===== src/rtl/uart_cmd_parser_if.sv =====
// Byte-strobe input and pixel/clear request bundle of uart_cmd_parser.
// UART_CMD_ACK_EN adds the ACK/NAK byte returned toward the UART transmitter.
interface uart_cmd_parser_if;
  logic [7:0] rx_data;
  logic       rx_valid;
  logic       pix_valid;
  logic       pix_ready;
  logic [9:0] pix_x;
  logic [9:0] pix_y;
  logic [7:0] pix_color;
  logic       clr_pulse;
  logic [7:0] err_cnt;
  logic       busy;
`ifdef UART_CMD_ACK_EN
  logic [7:0] ack_data;
  logic       ack_valid;
`endif

  modport master (
    output rx_data, rx_valid, pix_ready,
    input  pix_valid, pix_x, pix_y, pix_color, clr_pulse, err_cnt, busy
`ifdef UART_CMD_ACK_EN
    , input ack_data, ack_valid
`endif
  );

  modport slave (
    input  rx_data, rx_valid, pix_ready,
    output pix_valid, pix_x, pix_y, pix_color, clr_pulse, err_cnt, busy
`ifdef UART_CMD_ACK_EN
    , output ack_data, ack_valid
`endif
  );
endinterface


===== src/rtl/uart_cmd_parser.sv =====
// Frames UART bytes (0x55, OPC, payload, XOR checksum) into pixel-write / clear requests.
// Optional macro UART_CMD_ACK_EN adds ACK (0x06) / NAK (0x15) reporting.
module uart_cmd_parser #(
  parameter int X_MAX   = 639,
  parameter int Y_MAX   = 479,
  parameter int TIMEOUT = 50000
) (
  input logic             clock50,
  input logic             reset,
  uart_cmd_parser_if.slave bus
);
  localparam int TMO_W = $clog2(TIMEOUT + 1);

  typedef enum logic [2:0] {S_IDLE, S_OPC, S_PAYLOAD, S_CHK, S_ISSUE} state_t;

  state_t             r_state;
  logic               r_is_pix;
  logic [2:0]         r_cnt;
  logic [7:0]         r_chk;
  logic [39:0]        r_sh;
  logic [TMO_W-1:0]   r_tmo;
  logic               r_pix_valid;
  logic               r_clr;
  logic [9:0]         r_pix_x;
  logic [9:0]         r_pix_y;
  logic [7:0]         r_pix_color;
  logic [7:0]         r_err;
`ifdef UART_CMD_ACK_EN
  logic               r_ack_valid;
  logic [7:0]         r_ack_data;
`endif

  logic       w_in_frame;
  logic       w_tmo_hit;
  logic [9:0] w_x;
  logic [9:0] w_y;
  logic       w_frame_ok;
  logic       w_bad_opc;
  logic       w_bad_frame;
  logic       w_overrun;
  logic       w_nak;
  logic       w_err_inc;
  logic       w_hs;

  // Payload shift register after a 'P' frame: x_hi, x_lo, y_hi, y_lo, color (MSB first).
  always_comb begin
    w_in_frame  = (r_state == S_OPC) || (r_state == S_PAYLOAD) || (r_state == S_CHK);
    w_tmo_hit   = w_in_frame && !bus.rx_valid && (r_tmo == TMO_W'(TIMEOUT - 1));
    w_x         = {r_sh[33:32], r_sh[31:24]};
    w_y         = {r_sh[17:16], r_sh[15:8]};
    w_frame_ok  = (bus.rx_data == r_chk) &&
                  (!r_is_pix || ((r_sh[39:34] == 6'd0) && (r_sh[23:18] == 6'd0) &&
                                 (w_x <= 10'(X_MAX)) && (w_y <= 10'(Y_MAX))));
    w_bad_opc   = (r_state == S_OPC) && bus.rx_valid &&
                  (bus.rx_data != 8'h50) && (bus.rx_data != 8'h43);
    w_bad_frame = (r_state == S_CHK) && bus.rx_valid && !w_frame_ok;
    w_overrun   = (r_state == S_ISSUE) && bus.rx_valid;
    w_nak       = w_tmo_hit || w_bad_opc || w_bad_frame;
    w_err_inc   = w_nak || w_overrun;
    w_hs        = r_pix_valid && bus.pix_ready;
  end

  always_ff @(posedge clock50) begin
    if (reset) begin
      r_state     <= S_IDLE;
      r_is_pix    <= 1'b0;
      r_cnt       <= 3'd0;
      r_chk       <= 8'd0;
      r_sh        <= 40'd0;
      r_tmo       <= '0;
      r_pix_valid <= 1'b0;
      r_clr       <= 1'b0;
      r_pix_x     <= 10'd0;
      r_pix_y     <= 10'd0;
      r_pix_color <= 8'd0;
      r_err       <= 8'd0;
`ifdef UART_CMD_ACK_EN
      r_ack_valid <= 1'b0;
      r_ack_data  <= 8'd0;
`endif
    end else begin
      r_clr <= 1'b0;
`ifdef UART_CMD_ACK_EN
      r_ack_valid <= 1'b0;
      if (w_nak) begin
        r_ack_valid <= 1'b1;
        r_ack_data  <= 8'h15;
      end
`endif
      if (w_err_inc && (r_err != 8'hFF))
        r_err <= r_err + 8'd1;

      if (w_in_frame)
        r_tmo <= bus.rx_valid ? '0 : r_tmo + 1'b1;
      else
        r_tmo <= '0;

      case (r_state)
        S_IDLE: begin
          if (bus.rx_valid && (bus.rx_data == 8'h55))
            r_state <= S_OPC;
        end
        S_OPC: begin
          if (w_tmo_hit) begin
            r_state <= S_IDLE;
          end else if (bus.rx_valid) begin
            r_chk <= bus.rx_data;
            if (bus.rx_data == 8'h50) begin
              r_is_pix <= 1'b1;
              r_cnt    <= 3'd5;
              r_state  <= S_PAYLOAD;
            end else if (bus.rx_data == 8'h43) begin
              r_is_pix <= 1'b0;
              r_cnt    <= 3'd1;
              r_state  <= S_PAYLOAD;
            end else begin
              r_state  <= S_IDLE;
            end
          end
        end
        S_PAYLOAD: begin
          if (w_tmo_hit) begin
            r_state <= S_IDLE;
          end else if (bus.rx_valid) begin
            r_sh  <= {r_sh[31:0], bus.rx_data};
            r_chk <= r_chk ^ bus.rx_data;
            r_cnt <= r_cnt - 3'd1;
            if (r_cnt == 3'd1)
              r_state <= S_CHK;
          end
        end
        S_CHK: begin
          if (w_tmo_hit) begin
            r_state <= S_IDLE;
          end else if (bus.rx_valid) begin
            if (w_frame_ok) begin
              r_state     <= S_ISSUE;
              r_pix_color <= r_sh[7:0];
              if (r_is_pix) begin
                r_pix_valid <= 1'b1;
                r_pix_x     <= w_x;
                r_pix_y     <= w_y;
              end else begin
                r_clr <= 1'b1;
              end
`ifdef UART_CMD_ACK_EN
              r_ack_data  <= 8'h06;
              r_ack_valid <= !r_is_pix;
`endif
            end else begin
              r_state <= S_IDLE;
            end
          end
        end
        S_ISSUE: begin
          // A pixel request waits for the handshake; a clear lasts exactly one cycle.
          if (!r_is_pix) begin
            r_state <= S_IDLE;
          end else if (w_hs) begin
            r_pix_valid <= 1'b0;
            r_state     <= S_IDLE;
          end
        end
        default: r_state <= S_IDLE;
      endcase
    end
  end

  assign bus.pix_valid = r_pix_valid;
  assign bus.pix_x     = r_pix_x;
  assign bus.pix_y     = r_pix_y;
  assign bus.pix_color = r_pix_color;
  assign bus.clr_pulse = r_clr;
  assign bus.err_cnt   = r_err;
  assign bus.busy      = (r_state != S_IDLE);
`ifdef UART_CMD_ACK_EN
  // The pixel ACK must coincide with the handshake, so it is combined with the handshake term.
  assign bus.ack_valid = r_ack_valid || w_hs;
  assign bus.ack_data  = r_ack_data;
`endif
endmodule

===== src/flat_wrapper.sv =====
// flat-port wrapper written by rule: the top's interface ports become plain ports
module uart_cmd_parser_flat 
#(
  parameter int X_MAX   = 639,
  parameter int Y_MAX   = 479,
  parameter int TIMEOUT = 50000
)
  (clock50, reset, bus_rx_data, bus_rx_valid, bus_pix_ready, bus_pix_valid, bus_pix_x, bus_pix_y, bus_pix_color, bus_clr_pulse, bus_err_cnt, bus_busy);
  uart_cmd_parser_if bus_i ();
  input logic clock50;
  input logic reset;
  input wire logic [$bits(bus_i.rx_data)-1:0] bus_rx_data;
  input wire logic [$bits(bus_i.rx_valid)-1:0] bus_rx_valid;
  input wire logic [$bits(bus_i.pix_ready)-1:0] bus_pix_ready;
  output wire logic [$bits(bus_i.pix_valid)-1:0] bus_pix_valid;
  output wire logic [$bits(bus_i.pix_x)-1:0] bus_pix_x;
  output wire logic [$bits(bus_i.pix_y)-1:0] bus_pix_y;
  output wire logic [$bits(bus_i.pix_color)-1:0] bus_pix_color;
  output wire logic [$bits(bus_i.clr_pulse)-1:0] bus_clr_pulse;
  output wire logic [$bits(bus_i.err_cnt)-1:0] bus_err_cnt;
  output wire logic [$bits(bus_i.busy)-1:0] bus_busy;
  assign bus_i.rx_data = bus_rx_data;
  assign bus_i.rx_valid = bus_rx_valid;
  assign bus_i.pix_ready = bus_pix_ready;
  assign bus_pix_valid = bus_i.pix_valid;
  assign bus_pix_x = bus_i.pix_x;
  assign bus_pix_y = bus_i.pix_y;
  assign bus_pix_color = bus_i.pix_color;
  assign bus_clr_pulse = bus_i.clr_pulse;
  assign bus_err_cnt = bus_i.err_cnt;
  assign bus_busy = bus_i.busy;
  uart_cmd_parser #(.X_MAX(X_MAX), .Y_MAX(Y_MAX), .TIMEOUT(TIMEOUT)) u_core (.clock50(clock50), .reset(reset), .bus(bus_i));
endmodule

===== config.mk =====
export PLATFORM = sky130hd
export DESIGN_NAME = uart_cmd_parser_flat
export DESIGN_NICKNAME = d
export VERILOG_FILES = /design/src/rtl/uart_cmd_parser_if.sv /design/src/rtl/uart_cmd_parser.sv /design/src/flat_wrapper.sv
export SDC_FILE = /design/constraint.sdc
export NUM_CORES = 1
export LEC_CHECK = 0
export CAP_MARGIN = 20
export CORE_ASPECT_RATIO = 0.75
export CORE_MARGIN = 2
export CORE_UTILIZATION = 51
export DETAILED_ROUTE_END_ITERATION = 10
export HOLD_SLACK_MARGIN = 0.1
export PLACE_DENSITY = 0.74
export SYNTH_ARGS = -nofsm -noshare
export SYNTH_HDL_FRONTEND = slang
export SYNTH_SLANG_ARGS = --single-unit

===== constraint.sdc =====
create_clock -name clock50 -period 2.1 [get_ports clock50]
set_input_delay 0.21 -clock clock50 [delete_from_list [all_inputs] [get_ports clock50]]
set_output_delay 0.21 -clock clock50 [all_outputs]
set_load 0.05 [all_outputs]

=== After elaboration in Yosys (flattened, before gate mapping) ===
Cells that the tools add are included.

* Logic and storage cells: 130
* Register bits: 109
* Output and inout bits: 39

* Bitwise operators: 6
* $add $sub $neg: 3
* $lt $le $gt $ge: 2
* Reduce and logical (&&, ||, !) cells: 41
* Mux-type cells: 36
* Equal/unequal tests: 30

{| class="wikitable"
|+ Operator list
! cell !! count
|-
| $mux W3 || 18
|-
| $mux W8 || 4
|-
| $eq A8 B7 Y1 const B || 3
|-
| $add A16 B1 Y16 const B || 1
|-
| $eq A16 B16 Y1 const B || 1
|-
| $ne A8 B7 Y1 const B || 2
|-
| $pmux W8 S2 || 1
|-
| $logic_and A1 B1 Y1 || 15
|-
| $pmux W3 S5 || 1
|-
| $logic_not A6 Y1 || 2
|-
| $ne A2 B2 Y1 const B || 6
|-
| $ne A3 B2 Y1 const B || 4
|-
| $reduce_and A6 Y1 || 2
|-
| $le A10 B10 Y1 const B || 1
|-
| $le A10 B9 Y1 const B || 1
|-
| $ne A2 B1 Y1 const B || 5
|-
| $reduce_and A5 Y1 || 2
|-
| $mux W1 || 9
|-
| $add A8 B1 Y8 const B || 1
|-
| $eq A8 B8 Y1 || 1
|-
| $ne A8 B8 Y1 const B || 1
|-
| $reduce_and A4 Y1 || 2
|-
| $xor A8 B8 Y8 || 1
|-
| $reduce_and A7 Y1 || 1
|-
| other kinds (17) || 33
|}

=== Depth between registers and ports, before layout ===
* Word-level depth: 11
* Gate-level depth with buffers: 8
* Gate-level depth less buffers: 7

=== Worst setup path before layout ===
Ideal clock, no wire load.

* Path kind: flip-flop to flip-flop
* Start point: register u_core.r_tmo[0]
* End point: register u_core.r_err[0], in the netlist u_core.bus.err_cnt[0]
* Setup slack: 0.113 ns
* Cell stages (with the launch flop): 9
* Data arrival time: 1.865 ns
* Buffers on the path: 2
* Cell sequence: dfxtp_1 > ha_1 > and3_1 > clkbuf_1 > nand4b_1 > and3_1 > buf_6 > a21boi_2 > mux2_4

* Longest elaborated chain between the ends: 6

{| class="wikitable"
|+ RTL lines
! element !! RTL line !! RTL
|-
| start, declared || uart_cmd_parser.sv:21 || <nowiki>logic [TMO_W-1:0] r_tmo;</nowiki>
|-
| start signal, assigned || uart_cmd_parser.sv:94 || <nowiki>r_tmo <= bus.rx_valid ? '0 : r_tmo + 1'b1;</nowiki>
|-
| $eq A16 B16 Y1 || uart_cmd_parser.sv:48 || <nowiki>w_tmo_hit = w_in_frame && !bus.rx_valid && (r_tmo == TMO_W'(TIMEOUT - 1));</nowiki>
|-
| $logic_and A1 B1 Y1 || uart_cmd_parser.sv:48 ||
|-
| $logic_or A1 B1 Y1 (2 in a row) || uart_cmd_parser.sv:58 || <nowiki>w_nak = w_tmo_hit || w_bad_opc || w_bad_frame;</nowiki>
|-
| $logic_or A1 B1 Y1 || uart_cmd_parser.sv:59 || <nowiki>w_err_inc = w_nak || w_overrun;</nowiki>
|-
| $logic_and A1 B1 Y1 || uart_cmd_parser.sv:90 || <nowiki>if (w_err_inc && (r_err != 8'hFF))</nowiki>
|-
| end signal, assigned || uart_cmd_parser.sv:91 || <nowiki>r_err <= r_err + 8'd1;</nowiki>
|-
| end, declared || uart_cmd_parser.sv:27 || <nowiki>logic [7:0] r_err;</nowiki>
|}

No other way between the ends.
A chain may end at the register's enable or synchronous reset.

=== Worst setup path after layout ===
* Start point: register u_core.r_sh[36]
* End point: register u_core.r_pix_y[0], in the netlist u_core.bus.pix_y[0]

* Longest elaborated chain between the ends: 7

{| class="wikitable"
|+ RTL lines
! element !! RTL line !! RTL
|-
| start, declared || uart_cmd_parser.sv:20 || <nowiki>logic [39:0] r_sh;</nowiki>
|-
| start signal, assigned || uart_cmd_parser.sv:125 || <nowiki>r_sh <= {r_sh[31:0], bus.rx_data};</nowiki>
|-
| $logic_not A6 Y1 || uart_cmd_parser.sv:52 || <nowiki>(!r_is_pix || ((r_sh[39:34] == 6'd0) && (r_sh[23:18] == 6'd0) &&</nowiki>
|-
| $logic_and A1 B1 Y1 (2 in a row) || uart_cmd_parser.sv:52 ||
|-
| $logic_and A1 B1 Y1 || uart_cmd_parser.sv:53 || <nowiki>(w_x <= 10'(X_MAX)) && (w_y <= 10'(Y_MAX))));</nowiki>
|-
| $logic_or A1 B1 Y1 || uart_cmd_parser.sv:52 ||
|-
| $logic_and A1 B1 Y1 || uart_cmd_parser.sv:51 || <nowiki>w_frame_ok = (bus.rx_data == r_chk) &&</nowiki>
|-
| $reduce_and A5 Y1 (no source line) || - ||
|-
| end signal, assigned || uart_cmd_parser.sv:142 || <nowiki>r_pix_y <= w_y;</nowiki>
|-
| end, declared || uart_cmd_parser.sv:25 || <nowiki>logic [9:0] r_pix_y;</nowiki>
|}

No other way between the ends.

==> flow_summary.toml <==
[min_path]
hp-class = "in2reg"
hp-start = "reset"

[drt]
drc = 0
wl_um = 11000
vias = 4072
wire_per_inst_um = 14.9
ant_nets = 0
drtIter0Drc = 180
dr.pass1.iters = 5
routed_via_density = 5.52

[synth]
netlist_top_cells_area = "dfxtp_1 46%, nand2_1 8.0%, a21oi_1 6.3%"
ys_ff_latch = 109
synth_edf_count = 0
netlist-cell-type-count = 57
synth.avg_cell_area_um2 = 8.54
syn_inst = 552
synth_fp_nets = 568
netlist.area_leader.share = 0.463
ys.flop_type = "dfxtp_1"
async_flop_share = 0
syn_area_um2 = 4710
synth_top_area_cell = "dfxtp_1"
yosysSeqAreaShare = 0.463
yosys_warnings = 0

[floorplanning]
ios = 51
start_util = 0.523
dieArea_um2 = 10000
die_y_um = 87.3
core_um2 = 9010
die_x_um = 115
rows = 30

[flow_run]
cap_violations = 0

[finish]
nNetsFinal = 637
n_antenna_cell = 0
utilization = 0.656
regArea_um2 = 2180
multi_input_area_um2 = 2390
layout-drive-gt1-share = 0.136
fillers = 753
syn2layout_area_growth_pct = 25.4
finalNonFillerCells = 738

[clocking]
clk_latency_ns = 0.35
cts_max_level = 3
clockRootBuffer = "clkbuf_16"
cts-hold-fix-buffers = 0
clockBufferDepth = 2
cts-buffers-inserted = 9
clock_sinks = 109
path_clk_slew_ns = 0.07
cts_tree = "built"

[timing]
period_share = 0.988
fin_ws_ns = 0.0249
fmax_mhz = 482
finalSetupViolCount = 0
fin_tns_setup_ns = 0
hold_violations = 0
period_minus_slack_ns = 2.08
slew_headroom = 0.607
tightest_slew_ns = 0.590
rsz0062_at_grt = "yes"
slew_viol_final = 0
fin_skew_ns = 0.00876

[worst_setup_path]
critical_path.startpoint = "u_core.r_sh[36]$_SDFFE_PP0P_"
crit_buf_inv = 2
crit_type = "reg2reg"
cp_max_fo = 7
crit_chain = "nor4_2 > nand4_1 > o41ai_4 > buf_4 > nand4_4 > buf_12 > mux2i_2 > nor2_1"
max_stage_delay_ns = 0.33
cp.required_ns = 2.32
crit_path_end_kind = "flip-flop"
arrival_ns = 2.30
critical_path.top_delay_family = "simple AND/OR/NAND/NOR gates"
timing.rr.start = "u_core.r_sh[36]$_SDFFE_PP0P_"
startpoint_type = "flip-flop"
cp_slowest_cell = "dfxtp_1"

[power]
power_density_nw_per_um2 = 794
leakagePower_nw = 2.25
finalPower_mw = 4.69
irDropWorstVdd_mv = 0.514

[placement]
dp_hpwl_um = 7580
port_buffers = 50
dp.cells = 720
place.gp.congestion = 0.803
place_ws_ns = -0.331

[status]
status = "complete, no violations"

[global_routing]
grt.total_usage = 0.223
grt_remaining_overflow = 0
grt_max_degree = 57
antenna_found_initial = 0
grt_pass1_wl_um = 17800
grt_pass1_vias = 3758
[cell usage after synthesis, types with 3 or more instances]
library cell,instances
mux2i_1,29
nor4_1,3
a21oi_1,59
nor2b_1,6
nand2b_1,4
o21ai_0,15
nor2_1,66
nand2_1,101
xor2_1,5
o21ai_1,3
a21oi_2,4
xnor2_1,13
o211ai_1,8
nand3_1,10
buf_6,3
dfxtp_1,109
mux2_4,5
and3_1,5
or3_1,6
ha_1,4
nand4_1,14
nor3_1,3
inv_1,9
clkbuf_1,29
[registers in the layout, indices dropped and copies added (netlist names)]
register	flops
u_core.bus.pix_valid	1
u_core.bus.err_cnt	8
u_core.bus.pix_y	10
u_core.r_chk	8
u_core.bus.clr_pulse	1
u_core.r_tmo	16
u_core.bus.pix_color	8
u_core.r_sh	40
u_core.r_is_pix	1
u_core.bus.pix_x	10
u_core.r_state	3
u_core.r_cnt	3
[worst paths after layout]
| check | to | slack, ns | depth (start not counted) |
|---|---|---|---|
| setup / recovery | u_core.bus.pix_y[0]$_SDFFE_PP0P_ | 0.02 | 8 |
| hold / removal | u_core.bus.pix_x[1]$_SDFFE_PP0P_ | 0.26 | 2 |
| setup reg to reg | u_core.bus.pix_y[0]$_SDFFE_PP0P_ | 0.02 | 8 |
| hold reg to reg | u_core.r_tmo[0]$_SDFF_PP0_ | 0.46 | 1 |
[repair_timing]
action | 4_1_cts | 5_1_grt
setup buffers | 0 | 1
resized for setup | 1 | 10
pin swaps | 0 | 5
setup endpoints to repair | 1 | 36
gates cloned | 0 | 1
hold endpoints to repair | 0 | 0
[power by group]
part	total [mW]	internal [mW]	switching (mW)	leakage (nW)
Sequential	2.25	2.15	0.0943	0.879
Combinational	0.665	0.277	0.387	1.21
Clock	1.78	0.981	0.800	0.153
[placed cells by master (no fill, tap or decap), types with 2 or more instances in the layout]
master / netlist / layout
nand2b_1: 4 / 4
nor2b_1: 6 / 6
nor3b_1: 2 / 2
mux2_4: 5 / 5
inv_8: 0 / 2
nand4_1: 14 / 14
buf_4: 0 / 38
clkdlybuf4s50_1: 0 / 48
o21ai_1: 3 / 3
a211oi_1: 2 / 2
nor4_2: 0 / 2
or3_1: 6 / 6
nand3_1: 10 / 10
nand4b_1: 2 / 2
inv_1: 9 / 9
nand2_1: 101 / 101
xnor2_1: 13 / 13
ha_1: 4 / 4
a21oi_1: 59 / 59
a21oi_2: 4 / 3
o21ai_0: 15 / 15
nor2_1: 66 / 66
xor2_1: 5 / 5
o211ai_1: 8 / 8
mux2i_1: 29 / 28
o21a_1: 2 / 2
and3_1: 5 / 5
dfxtp_1: 109 / 109
clkbuf_16: 0 / 10
a21o_1: 2 / 2
nor3_1: 3 / 3
buf_6: 3 / 2
[stage by stage]
stage	hold slack, ns	instance area [µm²]
2_1_floorplan	0.346	4710
3_3_place_gp	0.430	5510
3_5_place_dp	0.450	5510
4_1_cts	0.254	5820
5_1_grt	0.267	5910
6_report	0.258	5910
[per-layer routing]
layer / vias up / global-route usage / wire length [µm]
met3: 13 / 0.0487 / 518
met1: 1928 / 0.304 / 5280
li1: 2033 / - / -
met5: - / 0 / 0
met4: 0 / 0.0701 / 133
met2: 98 / 0.356 / 5030
[cells by family (layout without fill, tap and decap cells)]
kind of cell             after synthesis  in the layout  share of synthesized area
XOR/XNOR                              18             18                     0.0334
adder cells (fa/ha/maj)                4              4                     0.0106
AND/OR/NAND/NOR                      238            238                      0.236
buffers and inverters                 43            117                     0.0396
AO/OA/AOI/OAI                        105            105                      0.137
multiplexers                          35             35                     0.0799
flip-flops                           109            109                      0.463
[cell type report]
| cell class | count | share of cell area |
|---|---|---|
| Multi-Input combinational cell | 400 | 0.405 |
| Clock buffer | 10 | 0.0404 |
| Timing Repair Buffer | 92 | 0.143 |
| Clock inverter | 6 | 0.0131 |
| Sequential cell | 109 | 0.369 |
| Inverter | 9 | 0.00571 |
| Tap cell | 112 | 0.0237 |
No activity file was read; power rests on OpenSTA's default activity.
